--- config.mk ---
export PLATFORM = sky130hd
export DESIGN_NAME = alu_result_stage
export DESIGN_NICKNAME = d
export VERILOG_FILES = /design/src/rtl/alu_pkg.sv /design/src/rtl/alu_result_stage_fifo.sv /design/src/rtl/alu_result_stage.sv
export SDC_FILE = /design/constraint.sdc
export NUM_CORES = 1
export LEC_CHECK = 0
export CAP_MARGIN = 20
export CORE_MARGIN = 5
export CORE_UTILIZATION = 40
export CTS_BUF_LIST = sky130_fd_sc_hd__clkbuf_16
export CTS_CLUSTER_SIZE = 14
export DETAILED_ROUTE_END_ITERATION = 10
export PLACE_DENSITY = 0.78
export SLEW_MARGIN = 20
export SYNTH_ARGS = -nofsm -noshare
export SYNTH_HDL_FRONTEND = slang
export SYNTH_SLANG_ARGS = --single-unit
--- constraint.sdc ---
create_clock -name clk -period 6.1 [get_ports clk]
set_clock_uncertainty 0.05 [all_clocks]
set_input_delay 1.22 -clock clk [delete_from_list [all_inputs] [get_ports clk]]
set_output_delay 1.22 -clock clk [all_outputs]
set_load 0.005 [all_outputs]
--- src/rtl/alu_pkg.sv ---
// Shared types and constants for the ALU result stage and its entry buffer.
package alu_pkg;

  // Operand/result width shared with the upstream add/sub + shift block.
  localparam int ALU_N = 4;

  // Opcodes: sel picks d[sel]; 0-3 are the add/sub result, 4-7 are shifts.
  localparam logic [2:0] OP_ADD0  = 3'd0;
  localparam logic [2:0] OP_ADD1  = 3'd1;
  localparam logic [2:0] OP_ADD2  = 3'd2;
  localparam logic [2:0] OP_ADD3  = 3'd3;
  localparam logic [2:0] OP_SHL_A = 3'd4;
  localparam logic [2:0] OP_SHL_B = 3'd5;
  localparam logic [2:0] OP_SAR_A = 3'd6;
  localparam logic [2:0] OP_SAR_B = 3'd7;

  // One buffered operation: result plus the flags captured at push time.
  typedef struct packed {
    logic [ALU_N-1:0] result;
    logic             n;
    logic             z;
    logic             c;
  } alu_entry_t;

  // Add/sub opcodes have the top opcode bit clear.
  function automatic logic is_arith_op(input logic [2:0] op);
    return ~op[2];
  endfunction

  // Build an entry from the selected result. For add/sub, N comes from the
  // upstream MSB (identical to result[MSB]) and C from the upstream carry;
  // shifts never report a carry.
  function automatic alu_entry_t make_entry(input logic [ALU_N-1:0] res,
                                            input logic             arith,
                                            input logic             msb_in,
                                            input logic             carry_in);
    alu_entry_t e;
    e.result = res;
    e.n      = arith ? msb_in : res[ALU_N-1];
    e.z      = (res == '0);
    e.c      = arith & carry_in;
    return e;
  endfunction

endpackage

--- src/rtl/alu_result_stage_fifo.sv ---
// result_fifo2: 2-entry valid/ready FIFO of alu_entry_t.
// Slot 0 is always the head, so the output holds its last value when empty.
module result_fifo2
  import alu_pkg::*;
(
  input  logic       clk,
  input  logic       rst_n,
  input  logic       in_valid,
  output logic       in_ready,
  input  alu_entry_t in_data,
  output logic       out_valid,
  input  logic       out_ready,
  output alu_entry_t out_data
);

  logic [1:0] count_q, count_d;
  alu_entry_t slot0_q, slot0_d;
  alu_entry_t slot1_q, slot1_d;
  logic       push;
  logic       pop;

  assign in_ready  = (count_q != 2'd2);
  assign out_valid = (count_q != 2'd0);
  assign out_data  = slot0_q;
  assign push      = in_valid & in_ready;
  assign pop       = out_valid & out_ready;

  // Next-state for occupancy and slots; a pop shifts slot 1 into the head.
  always_comb begin
    count_d = count_q;
    slot0_d = slot0_q;
    slot1_d = slot1_q;
    case ({push, pop})
      2'b10: begin
        if (count_q == 2'd0) slot0_d = in_data;
        else                 slot1_d = in_data;
        count_d = count_q + 2'd1;
      end
      2'b01: begin
        if (count_q == 2'd2) slot0_d = slot1_q;
        count_d = count_q - 2'd1;
      end
      2'b11: begin
        // Only reachable at count 1 (count 2 blocks push, count 0 blocks pop).
        if (count_q == 2'd1) begin
          slot0_d = in_data;
        end else begin
          slot0_d = slot1_q;
          slot1_d = in_data;
        end
      end
      default: ;
    endcase
  end

  // Occupancy and slot registers; reset discards everything at once.
  always_ff @(posedge clk or negedge rst_n) begin
    if (!rst_n) begin
      count_q <= 2'd0;
      slot0_q <= '0;
      slot1_q <= '0;
    end else begin
      count_q <= count_d;
      slot0_q <= slot0_d;
      slot1_q <= slot1_d;
    end
  end

endmodule

--- src/rtl/alu_result_stage.sv ---
// ALU result stage: opcode mux, N/Z/C flag generation, 2-entry output
// buffer, sticky carry and wrapping completed-operation counter.
// N must equal alu_pkg::ALU_N, since the buffered entry type is sized by it.
module alu_result_stage
  import alu_pkg::*;
#(
  parameter int N     = ALU_N,
  parameter int CNT_W = 8
) (
  input  logic             clk,
  input  logic             rst_n,
  input  logic [N-1:0]     d0,
  input  logic [N-1:0]     d1,
  input  logic [N-1:0]     d2,
  input  logic [N-1:0]     d3,
  input  logic [N-1:0]     d4,
  input  logic [N-1:0]     d5,
  input  logic [N-1:0]     d6,
  input  logic [N-1:0]     d7,
  input  logic             carry_out,
  input  logic             msb_result,
  input  logic [2:0]       sel,
  input  logic             in_valid,
  output logic             in_ready,
  output logic             out_valid,
  input  logic             out_ready,
  output logic [N-1:0]     result,
  output logic             flag_n,
  output logic             flag_z,
  output logic             flag_c,
  output logic             sticky_c,
  input  logic             clr_sticky,
  output logic [CNT_W-1:0] op_count
);

  logic [N-1:0]     selected;
  alu_entry_t       push_entry;
  alu_entry_t       head_entry;
  logic             pop;
  logic             sticky_q, sticky_d;
  logic [CNT_W-1:0] op_count_q, op_count_d;

  // Opcode mux over the eight candidate results.
  always_comb begin
    selected = d0;
    case (sel)
      OP_ADD0:  selected = d0;
      OP_ADD1:  selected = d1;
      OP_ADD2:  selected = d2;
      OP_ADD3:  selected = d3;
      OP_SHL_A: selected = d4;
      OP_SHL_B: selected = d5;
      OP_SAR_A: selected = d6;
      OP_SAR_B: selected = d7;
      default:  selected = d0;
    endcase
  end

  assign push_entry = make_entry(selected, is_arith_op(sel), msb_result, carry_out);

  result_fifo2 u_fifo (
    .clk       (clk),
    .rst_n     (rst_n),
    .in_valid  (in_valid),
    .in_ready  (in_ready),
    .in_data   (push_entry),
    .out_valid (out_valid),
    .out_ready (out_ready),
    .out_data  (head_entry)
  );

  assign pop = out_valid & out_ready;

  // Sticky carry and completion counter; a set-by-pop overrides a clear.
  always_comb begin
    sticky_d   = sticky_q;
    op_count_d = op_count_q;
    if (clr_sticky) sticky_d = 1'b0;
    if (pop) begin
      if (head_entry.c) sticky_d = 1'b1;
      op_count_d = op_count_q + 1'b1;
    end
  end

  // Status registers.
  always_ff @(posedge clk or negedge rst_n) begin
    if (!rst_n) begin
      sticky_q   <= 1'b0;
      op_count_q <= '0;
    end else begin
      sticky_q   <= sticky_d;
      op_count_q <= op_count_d;
    end
  end

  assign result   = head_entry.result;
  assign flag_n   = head_entry.n;
  assign flag_z   = head_entry.z;
  assign flag_c   = head_entry.c;
  assign sticky_c = sticky_q;
  assign op_count = op_count_q;

endmodule

==> metrics.md <==
| Metric | Value |
|---|---|
| Type of the tightest min-delay check | `flip-flop to flip-flop` |
| Count of unique library cells instantiated by Yosys | `40` |
| Maximum number of buffers from clock root to sink | `2` |
| Via count of the first global-routing pass | `~1400` |
| Most common flop cell mapped by yosys | `sky130_fd_sc_hd__dfrtp_1` |
| Length in cells of the worst reg-to-reg path | `8` |
| Slew margin rel. | `0.507` |
| Cells along the critical path | `clkdlybuf4s50_1 -> mux2_2 -> a211oi_1 -> o2111ai_1 -> and4bb_1 -> mux2_2` |
| Biggest area contributors in the synthesized netlist | `sky130_fd_sc_hd__dfrtp_1, sky130_fd_sc_hd__ha_1, sky130_fd_sc_hd__mux2_2` |
| Area occupied by multi-input gates | `817 um^2` |
| Max cap viols | `0` |
| Register bit total from synthesis | `25` |
| Top Ports | `60` |
| Most frequent standard cell in the layout excluding fill and tap cells | `sky130_fd_sc_hd__clkdlybuf4s50_1` |
| Cell family with the largest share of critical-path delay | `buffers and inverters` |
| Maximum resistive drop on vdd | `about 0.16 mV` |
| Fraction of registers with async set/reset | `1.00` |
| Source of the worst register-to-register timing path | `u_fifo.count_q[0]` |
| Layout Cells excl Fill | `258` |
| Final total power | `between 0.8 and 0.9 mW` |
| Power density over the cells | `between 300 and 400 mW/mm^2` |
| Average cell area after synthesis | `10.1 um^2` |
| Max Freq | `around 300 MHz` |
| Leak | `0.972 nW` |
| TritonCTS clock tree | `yes` |
| First-pass GRT wire length | `5750 um` |
| Number of instances in the synthesized netlist | `150` |
| Transition time at the pin with the least slew margin | `737 ps` |
| Number of warning messages in the yosys log | `0` |
| Clk slew on worst S/H paths | `roughly 60 ps` |
| Final min period | `3320 ps` |
| Worst EP arrival | `3460 ps` |
| H-tree depth | `1` |
| # Post-CTS Setup Buffers | `0` |
| Total number of clock tree sinks | `25` |
| Router iterations before antenna repair | `4` |
| Outcome | `complete, no violations` |
| Delay of the slowest cell on the worst path | `between 800 and 900 ps` |
| R2r setup slk | `3610 ps` |
| Fraction of final layout cells sized beyond drive strength 1 | `0.0667` |
| Overall die area | `slightly above 0.005 mm^2` |
| Post-Place Worst Slack | `2490 ps` |
| Std cell rows | `22` |
| Number of enable-type register cells in the synthesized netlist | `0` |
| Final-report setup violation count | `0` |
| Number of buffers added by the clock tree synthesis step | `3` |
| Hold endpoint | `u_fifo.slot1_q[0]` |
| Unrepaired setup endpoints after global routing | `false` |
| Cell mode on critical path | `sky130_fd_sc_hd__mux2_2` |
| Slew Limit Fails | `0` |
| Worst Setup Slack, final | `2780 ps` |
| Clock root buffer master | `sky130_fd_sc_hd__clkbuf_16` |
| GRT Overall Usage | `0.137` |
| Average wire per standard cell | `13.0 um` |
| Hold Fails Final Rpt | `0` |
| Share of Yosys cell area claimed by the top area cell type | `0.414` |
| Number of hold buffers added after cts | `0` |
| Routability cong. | `0.761` |
| Sum of negative setup slack | `0 ps` |
| Cell with the biggest individual delay on the critical path | `sky130_fd_sc_hd__clkdlybuf4s50_1` |
| Core Footprint | `0.00366 mm^2` |
| Storage cell area | `between 600 and 700 um^2` |
| Half-perimeter wire length after placement | `roughly 2800 um` |
| Share of the clock period used by the worst path after layout | `0.544` |
| Clock insertion delay at the later pin of the skew report | `250 ps` |
| Total number of nets in the final design | `around 260` |
| Die Height | `around 71 um` |
| Area growth, synth to finish | `48.6%` |
| Destination of the worst register-to-register timing path | `u_fifo.slot1_q[6]` |
| Required time reported for the critical path endpoint | `between 6000 and 7000 ps` |
| Most frequent cells in the layout | `sky130_fd_sc_hd__clkdlybuf4s50_1, sky130_fd_sc_hd__dfrtp_1, sky130_fd_sc_hd__nand2_1` |
| Largest driver fanout on the critical path | `17` |
| Effective utilization at floorplan | `0.413` |
| Crit Path Category | `input pin to flip-flop` |
| Summed instance area of the synthesized netlist | `0.00151 mm^2` |
| Count of inserted antenna diode cells | `0` |
| Critical Path Source Type | `input pin` |
| Initial drt markers | `50` |
| Global route overflow | `0` |
| Number of stages on the worst setup path | `6` |
| Part of the Yosys area used for sequential elements | `0.414` |
| Resize count post-CTS | `0` |
| Cell taking the most area after synthesis | `sky130_fd_sc_hd__dfrtp_1` |
| Critical Path Sink Type | `flip-flop` |
| Startpoint of the tightest hold check path | `u_fifo.slot1_q[0]` |
| Final ANT Viol Nets | `0` |
| Post-route DRC | `0` |
| Vias/cell | `between 5 and 6` |
| Worst hold path stage count | `2` |
| Buffers & Inverters on Critical Path | `1` |
| Total vias in the final route | `1340` |
| Width of the die | `71.4 um` |
| Number of fill cells in the layout | `303` |
| Initial antenna violation count | `0` |
| Number of buffers added on ports | `slightly below 60` |
| WL final | `roughly 3400 um` |
| Synthesized Nets | `200` |
| Count of placed standard cells including taps | `254` |
| Largest net degree at the start of global routing | `18` |
[worst reg2reg max path: stages (launching register included)]
cell	delay [ps]
sky130_fd_sc_hd__dfrtp_1	400
sky130_fd_sc_hd__inv_1	90
sky130_fd_sc_hd__ha_1	170
sky130_fd_sc_hd__inv_1	70
sky130_fd_sc_hd__nand2_1	160
sky130_fd_sc_hd__inv_2	140
sky130_fd_sc_hd__ha_1	260
sky130_fd_sc_hd__o211ai_1	630
sky130_fd_sc_hd__mux2_2	410
[worst max path at each step]
stage | start | to | slack, ps
final | sel[1] | u_fifo.slot1_q[1] | 2780
after global routing | sel[1] | u_fifo.slot1_q[1] | 2580
after CTS | sel[1] | u_fifo.slot1_q[1] | 2750
after detailed placement | sel[1] | u_fifo.slot1_q[1] | 2490
after global placement | sel[1] | u_fifo.slot1_q[1] | 2550
after floorplan | out_ready | u_fifo.out_data[6] | 3320
[per-stage QoR]
step	hold WS, ps	area, um^2	util
floorplan	401	1510	-
global placement	410	2140	0.584
detailed placement	423	2170	0.592
CTS	436	2240	0.613
global route	459	2240	0.613
finish	428	2240	0.613
[layout make-up]
cell class                 instances  share of cell area
clock inverter                     1             0.00167
tap                               48              0.0268
sequential                        25               0.279
multi-input combinational        110               0.364
timing repair buffer              61               0.279
inverter                          10              0.0167
clock buffer                       3              0.0334
[registers in the layout, indices dropped and copies added (netlist names)]
| signal | flops |
|---|---|
| op_count | 8 |
| sticky_c | 1 |
| u_fifo.count_q | 2 |
| u_fifo.out_data | 7 |
| u_fifo.slot1_q | 7 |
[cells in the mapped netlist, types with 4 or more instances]
cell type and number:
sky130_fd_sc_hd__o21ai_0 4, sky130_fd_sc_hd__ha_1 8, sky130_fd_sc_hd__inv_1 9, sky130_fd_sc_hd__nor2_1 10, sky130_fd_sc_hd__nand2_1 16, sky130_fd_sc_hd__mux2_2 7
sky130_fd_sc_hd__dfrtp_1 25, sky130_fd_sc_hd__mux2i_1 5, sky130_fd_sc_hd__xnor2_1 7, sky130_fd_sc_hd__a21oi_1 10
[layer usage]
layer	track usage	wire, um	vias to the layer above
li1	-	-	665
met1	0.170	1410	641
met2	0.238	1720	30
met3	0.0224	176	4
met4	0.0522	41	0
met5	0	0	-
[report_power, final]
part	switching (mW)	leakage [nW]	internal, mW
combinational	0.162	0.623	0.219
clock	0.0539	0.0423	0.0875
sequential	0.0550	0.307	0.242
[logic make-up after synthesis]
group           count (synthesis)  share of synthesized area
buf+inv                        15                     0.0447
fa+ha+maj                       8                     0.0663
simple gates                   46                      0.157
mux                            14                      0.120
xor+xnor                        9                     0.0522
flops                          25                      0.414
compound gates                 33                      0.145
(Power assumes the default switching activity.)
==> RTL edit 1: new RTL, config.mk and constraints unchanged <==
Set the parameter `CNT_W` to 12 (it was 8).
--- a/src/rtl/alu_result_stage.sv
+++ b/src/rtl/alu_result_stage.sv
@@ -6,5 +6,5 @@
 #(
   parameter int N     = ALU_N,
-  parameter int CNT_W = 8
+  parameter int CNT_W = 12
 ) (
   input  logic             clk,
Interface: changed (resized op_count); port bits go from 60 to 64. The function was not compared with the original's and may differ.
==> RTL edit 1 against the original RTL <==
Synthesized area grew 13%; first-iteration DRC count grew 50%; cell area increased by 11%; setup slack better by 0.032 ns; total power increased by 14%; routed wire length rose by 22%; sequential cell count rose by 4; register-to-register slack got worse by 0.21 ns; maximum frequency is 0.98% higher; critical endpoint is now u_fifo.slot1_q[6].
==> RTL edit 1: results (changes against the original RTL) <==
| Metric | Value |
|---|---|
| Largest net degree at the start of global routing | `30 (+12)` |
| M2 GR Usage | `0.250 (+0.0125)` |
| Number of global-route vias before repair | `1400 (+2.6%)` |
| Cell Count Post-Placement | `269 (+5.9%)` |
| Leak pwr | `1.06 nW (+9.4%)` |
| Peak VDD IR | `0.197 mV (+23%)` |
| I/O Buffers | `63 (+6.8%)` |
| Hold Path Sink | `op_count[11]` |
| R2r endpoint | `u_fifo.slot1_q[6]` |
| Compound-Gate Fraction of Synth Area | `0.120 (-0.0249)` |
| Top post-synthesis cells by count | `dfrtp_1, nand2_1, nor2_1` |
| Total Nets Final | `276 (+5.7%)` |
| Max reg flops | `12 (+4)` |
| Fill count | `324 (+6.9%)` |
| Dpl hpwl | `3250 um (+17%)` |
| XOR/XNOR share of the synthesized area | `0.0666 (+0.0144)` |
| GRT Resource Usage Total | `0.155 (+0.0178)` |
| Global-route wire length before repair | `6510 um (+13%)` |
| Iter 0 DRT Violations | `75 (+50%)` |
| Post-Synth Adder-Cell Area | `0.0586 (-0.00771)` |
| CP peak stage delay | `0.73 ns (-0.12 ns)` |
| Fmax | `304 MHz (+0.98%)` |
| Dpl cell area | `2360 sq um (+9.1%)` |
| Reg2reg path depth | `7 (-1)` |
| Slowest cell on the critical path | `o211ai_1` |
| Hold-critical path depth | `1 (-1)` |
| Placement Setup Slack | `2.52 ns (+0.0345 ns)` |
| Proportion of synthesized area in mux cells | `0.141 (+0.0212)` |
| Routed wire length | `4110 um (+22%)` |
| M1 GR Usage | `0.202 (+0.0315)` |
| Crit path from | `out_ready` |
| Status | `complete, no violations` |
| Inserted Clock Buffers | `5 (+2)` |
| Global routing usage on met3 | `0.0422 (+0.0198)` |
| Register area share after synthesis | `0.425 (+0.0103)` |
| Synth Net Count | `210 (+5.0%)` |
[RTL edit 1: power by group]
group / internal, mW / switching, mW
registers: 0.267 / 0.0568
clock network: 0.145 / 0.0738
logic: 0.214 / 0.175
[RTL edit 1: layer usage]
| layer | share of wire | up-vias |
|---|---|---|
| li1 | - | 699 |
| met1 | 0.41 | 664 |
| met2 | 0.51 | 35 |
| met3 | 0.056 | 6 |
| met4 | 0.014 | 0 |
| met5 | 0 | - |
[RTL edit 1: final cells by class]
class,count,area (sq um),share of cell area
multi-input cells,118,903,0.362
flip-flops and latches,29,726,0.291
repair buffers,65,646,0.259
clock buffers,5,125,0.0501
well taps,50,62.6,0.0251
inverters,7,26.3,0.0105
clock inverters,2,7.51,0.00301
[RTL edit 1: worst max-delay path, delay by kind of cell]
kind                       cells  cell delay, ns
AOI/OAI and AO/OA              1            0.73
adders and majority gates      1            0.26
buffers and inverters          2            0.55
muxes                          1            0.41
and+or+nand+nor                1            0.21
==> RTL edit 2: new RTL, config.mk and constraints unchanged <==
Without the edit above. Put a register stage on the output `flag_z`. The value now appears one clock later. The other outputs are not delayed to match.
--- a/src/rtl/alu_result_stage.sv
+++ b/src/rtl/alu_result_stage.sv
@@ -96,5 +96,7 @@
   assign result   = head_entry.result;
   assign flag_n   = head_entry.n;
-  assign flag_z   = head_entry.z;
+  always_ff @(posedge clk) begin
+    flag_z <= head_entry.z;
+  end
   assign flag_c   = head_entry.c;
   assign sticky_c = sticky_q;
Behaviour: not the same (a bounded check fails within 4 cycles, from zero or initial values and one cycle with rst_n low).
==> RTL edit 2 against the original RTL <==
Setup slack got worse by 0.028 ns; cell area rose by 3.1%; synthesized area rose by 8.0%; sequential cell count rose by 1; routed wire length rose by 12%; global-route usage rose by 1.2 points; sequential power rose by 2%; total power rose by 6.8%; critical path type unchanged.
==> RTL edit 2: results (changes against the original RTL) <==
| Metric | Value |
|---|---|
| GRT Resource Usage Total | `0.149 (+0.0117)` |
| Leak pwr | `0.968 nW (-0.34%)` |
| Crit path from | `out_ready` |
| Power drawn by the sequential cells | `0.302 mW (+2%)` |
| Status | `complete, no violations` |
| Slew @ Worst Pin | `1.01 ns (+0.269 ns)` |
| Share of layout cells above drive strength 1 | `0.107 (+0.0403)` |
| Multi-input combinational area share | `0.379 (+0.0155)` |
| Flop-to-flop setup slack | `3.38 ns (-0.23 ns)` |
| Register area share after synthesis | `0.396 (-0.0182)` |
| Data arrival, critical path | `3.44 ns (-0.02 ns)` |
| Hold path startpoint | `u_fifo.out_data[1]` |
| Vias per inst | `5.03 (-3.2%)` |
| GPL Wtd Cong | `0.749 (-1.5%)` |
| Non-clk buf share | `0.256 (-0.0225)` |
| Synth Net Count | `211 (+5.5%)` |
| Hold-critical path depth | `0 (-2)` |
| Synth cell types | `46 (+15%)` |
| Power Clock | `0.187 mW (+33%)` |
| Hold Path Sink | `flag_z` |
| Synth top area cells | `dfrtp_1, mux2i_1, ha_1` |
| Iter 0 DRT Violations | `47 (-6.0%)` |
| Total Nets Final | `266 (+1.9%)` |
| Peak VDD IR | `0.326 mV (+100%)` |
| Fill count | `353 (+17%)` |
| Clk_lat worst skew | `0.26 ns` |
| Min Hold Slack | `0.326 ns (-0.102 ns)` |
| Largest net degree at the start of global routing | `26 (+8)` |
| H-tree Lvls | `1 (unchanged)` |
| CP endpoint | `u_fifo.out_data[0]` |
| Max reg flops | `8 (unchanged)` |
| Non-CTS buffers | `60 (-1.6%)` |
| Critical path's top delay family | `compound AO/OA/AOI/OAI gates` |
| Number of global-route vias before repair | `1411 (+3.4%)` |
| CP max FO | `14 (-3)` |
| Multi-input logic cell count | `117 (+6.4%)` |
| Internal | `0.588 mW (+7.1%)` |
| Slowest cell on the critical path | `a221oi_2` |
| Clk tree area frac | `0.0454 (+0.0103)` |
| Sequential cell area | `646 sq um (+3.2%)` |
| Routed wire length | `3770 um (+12%)` |
| Global-route wire length before repair | `6370 um (+11%)` |
| Synth async-reset ratio | `0.962 (-0.0385)` |
| Maximum clock insertion buffer count | `2 (unchanged)` |
| Post-synthesis register bit count | `26 (+4.0%)` |
[RTL edit 2: cell types whose count changed after synthesis, sizes merged, moves of 3 or more]
cell / delta
a21oi: -6
buf: +4
mux2: -6
mux2i: +6
nand2: +5
nand2b: +3
nor2: -5
nor3b: +3
o21a: +3
o21ai: +5
o22ai: +5
[RTL edit 2: through the flow]
step                cell area [sq um]  instances  total power, mW  worst slack [ns]
finish                           2310        265            0.875              2.75
global route                     2310        265            0.941              2.58
CTS                              2310        265            0.885              2.76
detailed placement               2210        261            0.690              2.51
global placement                 2210        261            0.682              2.55
floorplan                        1630        161            0.528              3.40
[RTL edit 2: cell families (layout without fill, tap and decap cells)]
group                      count (synthesis)  in the layout  share of synthesized area
DFF                                       26             26                      0.396
xor gates and xnor gates                   9              9                     0.0484
and+or+nand+nor                           49             49                      0.157
AOI/OAI and AO/OA                         39             39                      0.197
adders and majority gates                  8              8                     0.0614
muxes                                     12             12                     0.0744
buffers and inverters                     18             72                     0.0652
[RTL edit 2: routing by layer]
| metal | track usage | wire [um] | share of wire | vias up |
|---|---|---|---|---|
| li1 | - | - | - | 681 |
| met3 | 0.0301 | 90 | 0.024 | 2 |
| met4 | 0.0181 | 15 | 0.0040 | 0 |
| met5 | 0 | 0 | 0 | - |
| met2 | 0.281 | 2080 | 0.55 | 15 |
| met1 | 0.176 | 1590 | 0.42 | 634 |
[RTL edit 2: worst reg2reg max path, stage by stage, from the launching register on]
cell      delay (ns)
dfrtp_1         0.41
inv_1           0.09
ha_1            0.19
inv_2           0.06
nand2_1         0.15
inv_2           0.12
ha_1            0.27
a221oi_2        0.85
mux2_2          0.42
